`config.mk`:
```
export PLATFORM = sky130hd
export DESIGN_NAME = zxvga_porch_detect
export DESIGN_NICKNAME = d
export VERILOG_FILES = /design/src/rtl/zxvga_pkg.sv /design/src/rtl/zxvga_lock_filter.sv /design/src/rtl/zxvga_porch_detect.sv
export SDC_FILE = /design/constraint.sdc
export NUM_CORES = 1
export LEC_CHECK = 0
export ABC_AREA = 1
export ABC_CLOCK_PERIOD_IN_PS = 4000
export CORE_MARGIN = 4
export CORE_UTILIZATION = 50
export DETAILED_ROUTE_END_ITERATION = 8
export PLACE_DENSITY = 0.76
export SYNTH_ARGS = -nofsm -noshare
export SYNTH_HDL_FRONTEND = slang
export SYNTH_SLANG_ARGS = --single-unit
```
`constraint.sdc`:
```
create_clock -name clk -period 4 [get_ports clk]
set_input_delay 0.4 -clock clk [delete_from_list [all_inputs] [get_ports clk]]
set_output_delay 0.4 -clock clk [all_outputs]
set_load 0.02 [all_outputs]
```
`src/rtl/zxvga_pkg.sv`:
```
// Shared ZX VGA timing constants and front-porch classification helpers.
// Used by both the porch generator and the porch detector.
package zxvga_pkg;

    localparam int FP_W = 11;

    localparam logic [2:0] TIMING_48K     = 3'b000;
    localparam logic [2:0] TIMING_ALT     = 3'b010;
    localparam logic [2:0] TIMING_UNKNOWN = 3'b111;

    localparam logic [FP_W-1:0] FP_48K = 11'd48;
    localparam logic [FP_W-1:0] FP_ALT = 11'd64;
    localparam logic [FP_W-1:0] FP_MAX = 11'd2047;

    typedef enum logic [1:0] {
        WAIT_ACTIVE = 2'd0,
        ACTIVE      = 2'd1,
        PORCH       = 2'd2,
        SYNC        = 2'd3
    } porch_state_t;

    function automatic logic within_tol(input logic [FP_W-1:0] value,
                                        input logic [FP_W-1:0] nominal,
                                        input logic signed [FP_W+1:0] tol);
        logic signed [FP_W+1:0] diff;
        logic signed [FP_W+1:0] mag;
        diff = $signed({2'b00, value}) - $signed({2'b00, nominal});
        mag  = (diff < 0) ? -diff : diff;
        return (mag <= tol);
    endfunction

    // A saturated count means no sync arrived in range, so it never matches a class.
    function automatic logic [2:0] classify_fp(input logic [FP_W-1:0] fp,
                                               input logic signed [FP_W+1:0] tol);
        if (fp == FP_MAX)
            return TIMING_UNKNOWN;
        if (within_tol(fp, FP_48K, tol))
            return TIMING_48K;
        if (within_tol(fp, FP_ALT, tol))
            return TIMING_ALT;
        return TIMING_UNKNOWN;
    endfunction

endpackage

```
`src/rtl/zxvga_lock_filter.sv`:
```
// Debounces per-line timing classes: declares lock after LOCK_LINES
// consecutive identical known classes and reports changes of the locked class.
module zxvga_lock_filter
    import zxvga_pkg::*;
#(
    parameter int LOCK_LINES = 4
) (
    input  logic       clk,
    input  logic       reset,
    input  logic [2:0] cls,
    input  logic       cls_vld,
    input  logic       clear,
    output logic [2:0] machine_timing,
    output logic       locked,
    output logic       changed
);

    localparam logic [3:0] LOCK_N = 4'(LOCK_LINES);

    logic [2:0] prev_cls;
    logic [3:0] match_cnt;
    logic [3:0] match_nxt;
    logic       cls_known;
    logic       lock_hit;

    always_comb begin
        cls_known = (cls != TIMING_UNKNOWN);
        match_nxt = 4'd0;
        if (cls_known) begin
            if (cls != prev_cls)
                match_nxt = 4'd1;
            else if (match_cnt == 4'd15)
                match_nxt = match_cnt;
            else
                match_nxt = match_cnt + 4'd1;
        end
        lock_hit = (match_nxt >= LOCK_N);
    end

    always_ff @(posedge clk) begin
        if (reset) begin
            prev_cls       <= TIMING_UNKNOWN;
            match_cnt      <= 4'd0;
            machine_timing <= TIMING_48K;
            locked         <= 1'b0;
            changed        <= 1'b0;
        end else begin
            changed <= 1'b0;
            if (clear) begin
                prev_cls  <= TIMING_UNKNOWN;
                match_cnt <= 4'd0;
                locked    <= 1'b0;
            end else if (cls_vld) begin
                prev_cls  <= cls;
                match_cnt <= match_nxt;
                if (lock_hit) begin
                    locked         <= 1'b1;
                    machine_timing <= cls;
                    if (!locked || (machine_timing != cls))
                        changed <= 1'b1;
                end else begin
                    // machine_timing deliberately keeps the last locked class
                    locked <= 1'b0;
                end
            end
        end
    end

endmodule

```
`src/rtl/zxvga_porch_detect.sv`:
```
// Measures the horizontal front porch (hblank rise to hsync rise) in pixels
// and classifies the source machine timing through a lock filter.
module zxvga_porch_detect
    import zxvga_pkg::*;
#(
    parameter int LOCK_LINES = 4,
    parameter int TOL        = 2
) (
    input  logic        clk,
    input  logic        reset,
    input  logic        pix_ce,
    input  logic        hblank,
    input  logic        hsync,
    output logic [10:0] fp_count,
    output logic [2:0]  machine_timing,
    output logic        locked,
    output logic        changed
);

    localparam logic signed [FP_W+1:0] TOL_S = (FP_W+2)'(TOL);

    function automatic logic [FP_W-1:0] sat_inc(input logic [FP_W-1:0] v);
        return (v == FP_MAX) ? v : v + 11'd1;
    endfunction

    porch_state_t state;
    porch_state_t state_nxt;

    logic            hblank_q;
    logic            hsync_q;
    logic            hb_rise;
    logic            hb_fall;
    logic            hs_rise;
    logic [FP_W-1:0] porch_cnt;

    logic cnt_clr;
    logic cnt_inc;
    logic meas_take;
    logic meas_zero;
    logic filt_clr;

    logic [2:0] cls_p0;
    logic       vld_p0;
    logic       clr_p0;

    assign hb_rise = pix_ce &  hblank & ~hblank_q;
    assign hb_fall = pix_ce & ~hblank &  hblank_q;
    assign hs_rise = pix_ce &  hsync  & ~hsync_q;

    always_ff @(posedge clk) begin
        if (reset)
            state <= WAIT_ACTIVE;
        else
            state <= state_nxt;
    end

    always_comb begin
        state_nxt = state;
        cnt_clr   = 1'b0;
        cnt_inc   = 1'b0;
        meas_take = 1'b0;
        meas_zero = 1'b0;
        filt_clr  = 1'b0;
        if (pix_ce) begin
            case (state)
                WAIT_ACTIVE: begin
                    if (!hblank)
                        state_nxt = ACTIVE;
                end
                ACTIVE: begin
                    if (hb_rise) begin
                        // Sync coincident with blank start leaves no porch at all
                        if (hs_rise) begin
                            meas_take = 1'b1;
                            meas_zero = 1'b1;
                            state_nxt = SYNC;
                        end else begin
                            cnt_clr   = 1'b1;
                            state_nxt = PORCH;
                        end
                    end
                end
                PORCH: begin
                    if (hs_rise) begin
                        meas_take = 1'b1;
                        state_nxt = SYNC;
                    end else if (hb_fall) begin
                        filt_clr  = 1'b1;
                        state_nxt = ACTIVE;
                    end else if (!hsync) begin
                        cnt_inc = 1'b1;
                    end
                end
                SYNC: begin
                    if (hb_fall)
                        state_nxt = ACTIVE;
                end
                default: state_nxt = WAIT_ACTIVE;
            endcase
        end
    end

    // Stage p0: edge history, porch counter, measurement latch and class
    always_ff @(posedge clk) begin
        if (reset) begin
            hblank_q  <= 1'b0;
            hsync_q   <= 1'b0;
            porch_cnt <= '0;
            fp_count  <= '0;
            cls_p0    <= TIMING_UNKNOWN;
            vld_p0    <= 1'b0;
            clr_p0    <= 1'b0;
        end else begin
            if (pix_ce) begin
                hblank_q <= hblank;
                hsync_q  <= hsync;
            end
            if (cnt_clr)
                porch_cnt <= 11'd1;
            else if (cnt_inc)
                porch_cnt <= sat_inc(porch_cnt);
            vld_p0 <= meas_take;
            clr_p0 <= filt_clr;
            if (meas_take) begin
                fp_count <= meas_zero ? '0 : porch_cnt;
                cls_p0   <= meas_zero ? TIMING_UNKNOWN : classify_fp(porch_cnt, TOL_S);
            end
        end
    end

    // Stage p1: lock filter
    zxvga_lock_filter #(
        .LOCK_LINES (LOCK_LINES)
    ) u_lock_filter (
        .clk            (clk),
        .reset          (reset),
        .cls            (cls_p0),
        .cls_vld        (vld_p0),
        .clear          (clr_p0),
        .machine_timing (machine_timing),
        .locked         (locked),
        .changed        (changed)
    );

endmodule
```
==> reports/metrics.csv, run 1 <==
metric;value;unit
synth_xor_area_share;1.30;%
grt_max_degree;17;
fin_util;57.9;%
syn_avg_cell_area;6.84;µm²
synth-edff-count;0;
die_h;81.4;µm
num_rows;26;
max-cap-violations;0;
first_pass_iters;5;
start_util;52.1;%
setup.worst_path.end_class;flop;
outcome;finished, final reports clean;
post-route-min-period;2.07;ns
grt_pass1_wl;10.4;mm
core;0.00517;mm²
post-route-period-util;51.9;%
fmax;482;MHz
crit_type;input port to flop;
cts_resized;0;
final_area;0.00299;mm²
hold_class;flop to flop;
finalSetupViolCount;0;
clk_latency;0.28;ns
arrival;2.31;ns
finClkSkew;0.00583;ns
ctsRootBufferMaster;clkbuf_8;
cp.required;4.23;ns
p_per_area;264;mW/mm²
fin_nets;431;
worst_slew_pin_slew;0.543;ns
synth_fa_ha_area_share;8.36;%
drive_gt1_share;8.31;%
setup_ws;1.93;ns
die_width;81.4;µm
ys.flop_type;dfxtp_1;
synth_cell_type_count;39;
crit_path_top_delay_cell;clkdlybuf4s50_1;
place_congestion;0.875;
cts_tree;yes;
yosysTopAreaCell;dfxtp_1;
rsz0062_at_grt;no;
tns;0;ns
clk_pin_slew;0.08;ns
grt_overflow;0;
synthMuxAreaShare;0;%
place_area;0.00288;mm²
dieArea;0.00663;mm²
synth-seq-area-share;29.7;%
ys_ff_latch;40;
postSynthCellCount;394;
grtUsageTotal;19.5;%
htree_levels;2;
synth.net_count;417;
num_vias;2557;
antenna_cells;0;
synth_top_area_share;29.7;%
hold_buffers;0;
cpPeakStageDelay;0.54;ns
cp_common_cell;nand2_1;
numCtsBuffers;5;
initialDrtViolationCount;124;
antenna_found_initial;0;
synth_top_family_by_area;simple AND/OR/NAND/NOR gates;
avgViaCountPerCell;5.34;
grt_pass1_vias;2387;
synth_area;0.00270;mm²
syn2layout_area_growth;11.1;%
postCtsSetupRepairBufs;0;
relSlewSlack;63.6;%
hold_viol;0;
ios;21;
drc_errors;0;
cp_cell_sequence;clkdlybuf4s50_1 -> nand2_1 -> nor2_1 -> nand3_2 -> nand2_2 -> nand2_4 -> nor2_4 -> nand3_1 -> nand2_1;
path_max_fanout;15;
p_leak;0.00141;µW
holdWs;0.472;ns
drv_slew;0;
hpwl;4.68;mm
synth_area_leaders;dfxtp_1 (30%), nand2_1 (13%), nand3_1 (10%);
wl;6.10;mm
synthArstFlopShare;0;%
start_kind;input port;
cp_num_buf_inv;1;
netlist_top_cells_count;nand2_1 (92), nand3_1 (56), dfxtp_1 (40);
ys_warn_count;0;
synth-simple-area-share;40.2;%
vdd_drop_max;0.262;mV
clockBufferDepth;2;
cts.sinks;40;
wire_per_inst;12.7;µm
synth_compound_area_share;10.8;%
antenna_left;0;
port_buffers;20;
critPathTopFamily;simple AND/OR/NAND/NOR gates;
pre_cts_slack;1.65;ns
yosysMostFrequentCell;nand2_1;
## report_power, final
part	switching (µW)	internal, µW
Combinational	38.2	21.7
Clock	141	185
Sequential	4.56	402
Total	184	608
## registers in the layout, summed over array words and instances, names as in the netlist, 2 cells and up
register and flops:
cls_p0 2, fp_count 11, porch_cnt 11, state 2
u_lock_filter.machine_timing 2, u_lock_filter.match_cnt 4, u_lock_filter.prev_cls 2
## worst register-to-register path, stage by stage, from the launching register on
cell     delay (ns)
dfxtp_1        0.60
inv_4          0.16
ha_1           0.23
nand2_1        0.11
nand3_1        0.09
nand2_1        0.06
nand3_1        0.07
nor2_1         0.13
nor2_1         0.06
nor2_1         0.10
nand3_1        0.12
nand3_1        0.10
nand2_1        0.05
## cells in the final DEF (no fill, tap or decap), types with 2 or more instances in the layout
master	count
o211ai_1	2
nand2_2	8
dfxtp_1	40
nand3b_1	4
clkdlybuf4s50_1	20
nor3_1	5
inv_1	39
nor2_8	2
ha_1	18
nand2_4	3
o21ai_0	21
nand3_1	56
nand4_1	4
inv_2	2
a31oi_1	3
xor2_1	2
nand2_1	92
clkbuf_8	5
nor2_4	5
nor2_1	37
nor2_2	2
xnor2_1	2
a21oi_1	21
## path summary, 6_finish.rpt
check                                               start                        to  slack, ns  depth (start not counted)
worst max-delay path                               pix_ce  fp_count[7]$_SDFFE_PP0P_       1.93                          9
worst min-delay path             fp_count[1]$_SDFFE_PP0P_  fp_count[1]$_SDFFE_PP0P_       0.47                          2
worst max register to register  porch_cnt[6]$_SDFFE_PP0P_    cls_p0[0]$_SDFFE_PP1P_       2.02                         12
worst min register to register   fp_count[1]$_SDFFE_PP0P_  fp_count[1]$_SDFFE_PP0P_       0.47                          2
## per-stage QoR
step,cells,power (µW)
final,479,792
after global routing,479,827
after CTS,479,799
after detailed placement,471,475
after global placement,471,474
after floorplan,394,460
## area by class of cell
class                   count  area [µm²]
inverters                  42         160
multi-input cells         299        1630
well taps                  70        87.6
flip-flops and latches     40         801
clock inverters             3        42.5
clock buffers               5        68.8
repair buffers             20         200
fillers                   498        2180
## logic make-up (layout without fill, tap and decap cells)
logic type | Yosys count | after routing
adder cells (fa/ha/maj) | 18 | 18
XOR/XNOR | 4 | 4
buffers and inverters | 55 | 70
AO/OA/AOI/OAI | 53 | 53
flip-flops | 40 | 40
AND/OR/NAND/NOR | 224 | 224
## routing by layer
| layer | share of wire, % | track usage [%] |
|---|---|---|
| met5 | 0 | 0 |
| met4 | 1.2 | 5.57 |
| met3 | 4.9 | 3.95 |
| met2 | 48 | 32.9 |
| met1 | 46 | 25.3 |
No activity file was read; power rests on OpenSTA's default activity.
==> run 2, diff against run 1 <==
ABC_CLOCK_PERIOD_IN_PS = 1750   (was 4000)
PLACE_DENSITY = 0.79   (was 0.76)
clock period = 1.75 ns   (was 4 ns; I/O delays follow)
==> reports/metrics.csv, run 2 (same netlist as run 1, synthesis figures left out) <==
metric;value;unit;change
outcome;finished, final reports clean;;unchanged
hold_class;flop to flop;;unchanged
cts.sinks;40;;unchanged
htree_levels;2;;unchanged
top_regs;fp_count: 11 flops, porch_cnt: 11 flops, u_lock_filter.match_cnt: 4 flops;;unchanged
path_max_fanout;5;;was 15
ios;21;;unchanged
hpwl;4.95;mm;was 4.68 mm
max-cap-violations;0;;unchanged
numCtsBuffers;5;;unchanged
num_vias;2779;;was 2557
start_kind;flop;;was input port
fin_nets;465;;was 431
initialDrtViolationCount;110;;was 124
startpoint;porch_cnt[7]$_SDFFE_PP0P_;;was pix_ce
place_congestion;0.909;;was 0.875
min_from;fp_count[5]$_SDFFE_PP0P_;;was fp_count[1]$_SDFFE_PP0P_
hold_buffers;0;;unchanged
relSlewSlack;71.4;%;was 63.6%
wire_per_inst;13.6;µm;was 12.7 µm
die_h;81.4;µm;unchanged
clockBufferDepth;2;;unchanged
wl;6.95;mm;was 6.10 mm
antenna_found_initial;0;;unchanged
drv_slew;0;;unchanged
post-route-min-period;1.67;ns;
first_pass_iters;4;;was 5
drc_errors;0;;unchanged
avgViaCountPerCell;5.43;;was 5.34
final_cell_mix;nand2_1 (89), nand3_1 (52), inv_1 (36), nor2_1 (34);;was nand2_1 (92), nand3_1 (56), dfxtp_1 (40), inv_1 (39), nor2_1 (37)
tns;0;ns;unchanged
setup.worst_path.end_class;flop;;unchanged
grtUsageTotal;21.5;%;was 19.5%
r2r_start;porch_cnt[7]$_SDFFE_PP0P_;;was porch_cnt[6]$_SDFFE_PP0P_
vdd_drop_max;0.560;mV;was 0.262 mV
p_leak;0.00161;µW;was 0.00141 µW
grt_overflow;0;;unchanged
rsz0062_at_grt;yes;;was no
worst_slew_pin_slew;0.428;ns;was 0.543 ns
hold_viol;0;;unchanged
clk_pin_slew;0.08;ns;about the same
ctsRootBufferMaster;clkbuf_8;;unchanged
crit_type;flop to flop;;was input port to flop
die_width;81.4;µm;unchanged
dieArea;0.00663;mm²;unchanged
cts_tree;yes;;unchanged
port_buffers;20;;unchanged
cp.required;1.94;ns;was 4.23 ns
p_per_area;584;mW/mm²;was 264 mW/mm²
num_rows;26;;unchanged
grt_max_degree;16;;was 17
finClkSkew;0.00760;ns;was 0.00583 ns
post-route-period-util;95.5;%;
final_common_cell;nand2_1;;unchanged
finalSetupViolCount;0;;unchanged
clk_latency;0.30;ns;was 0.28 ns
arrival;1.86;ns;was 2.31 ns
total_power;2000;µW;was 792 µW
core;0.00517;mm²;unchanged
drive_gt1_share;21.5;%;was 8.31%
antenna_cells;0;;unchanged
fin_util;66.1;%;was 57.9%
grt_pass1_wl;11.3;mm;was 10.4 mm
fmax;599;MHz;
grt_pass1_vias;2490;;was 2387
nFillCells;418;;was 498
start_util;52.1;%;unchanged
antenna_left;0;;unchanged
syn2layout_area_growth;26.9;%;was 11.1%
[run 2: cell count changes in the layout (fill, tap and decap cells not counted), moves of 4 or more]
cell and delta:
nand3_2 +4, ha_4 +4, dfxtp_4 +4, dfxtp_2 +4, nand3_1 -4, dfxtp_1 -8, buf_4 +32, ha_1 -5
[run 2: final cells by class]
cell class / instances / area, µm² / area share, %
Sequential cell: 40 / 821 / 24.0
Inverter: 42 / 160 / 4.68
Clock inverter: 2 / 60.1 / 1.76
Clock buffer: 5 / 68.8 / 2.01
Tap cell: 70 / 87.6 / 2.56
Timing Repair Buffer: 53 / 460 / 13.5
Multi-Input combinational cell: 300 / 1760 / 51.5
[run 2: worst paths after layout]
kind                                                 end  slack, ns  cells after the start
worst min register to register  fp_count[5]$_SDFFE_PP0P_       0.47                      2
worst max-delay path              cls_p0[1]$_SDFFE_PP1P_       0.08                     11
worst min-delay path            fp_count[5]$_SDFFE_PP0P_       0.47                      2
worst max register to register    cls_p0[1]$_SDFFE_PP1P_       0.08                     11
[run 2: repair_timing]
| item | in CTS | in global routing |
|---|---|---|
| cloned | 0 | 1 |
| buffers inserted | 0 | 1 |
| hold endpoints to repair | 0 | 0 |
| pin swaps | 0 | 6 |
| endpoints found under the setup margin | 2 | 11 |
| resized for setup | 4 | 37 |
[run 2: layer usage]
metal / global-route usage (%) / vias to the layer above / wire (µm)
li1: - / 1388 / -
met1: 26.9 / 1298 / 3030
met2: 37.1 / 74 / 3470
met3: 4.06 / 19 / 285
met4: 6.42 / 0 / 168
met5: 0 / - / 0
[run 2: critical path: stages, from the launching register on]
cell	delay, ns
dfxtp_4	0.37
buf_4	0.15
nor2_4	0.14
nand2_1	0.10
o21ai_0	0.15
nand2_1	0.06
nor2_1	0.16
nor2_1	0.06
nor2_1	0.11
nand3_2	0.12
nand2_2	0.09
nand2_1	0.05
[run 2: power breakdown]
part	internal [µW]	leakage, µW	switching [µW]	total [µW]
sequential	914	0.000328	10.0	924
clock	561	0.0000642	329	890
combinational	78.7	0.00121	104	183
total	1550	0.00161	443	2000
[run 2: stage by stage]
stage          area, µm²  hold slack [ns]  std cells  worst slack (ns)
2_1_floorplan       2700            0.327        394             0.147
3_3_place_gp        3140            0.457        503           0.00282
3_5_place_dp        3140            0.460        503           -0.0651
4_1_cts             3270            0.471        510            0.0102
5_1_grt             3420            0.488        512           -0.0514
6_report            3420            0.471        512            0.0795
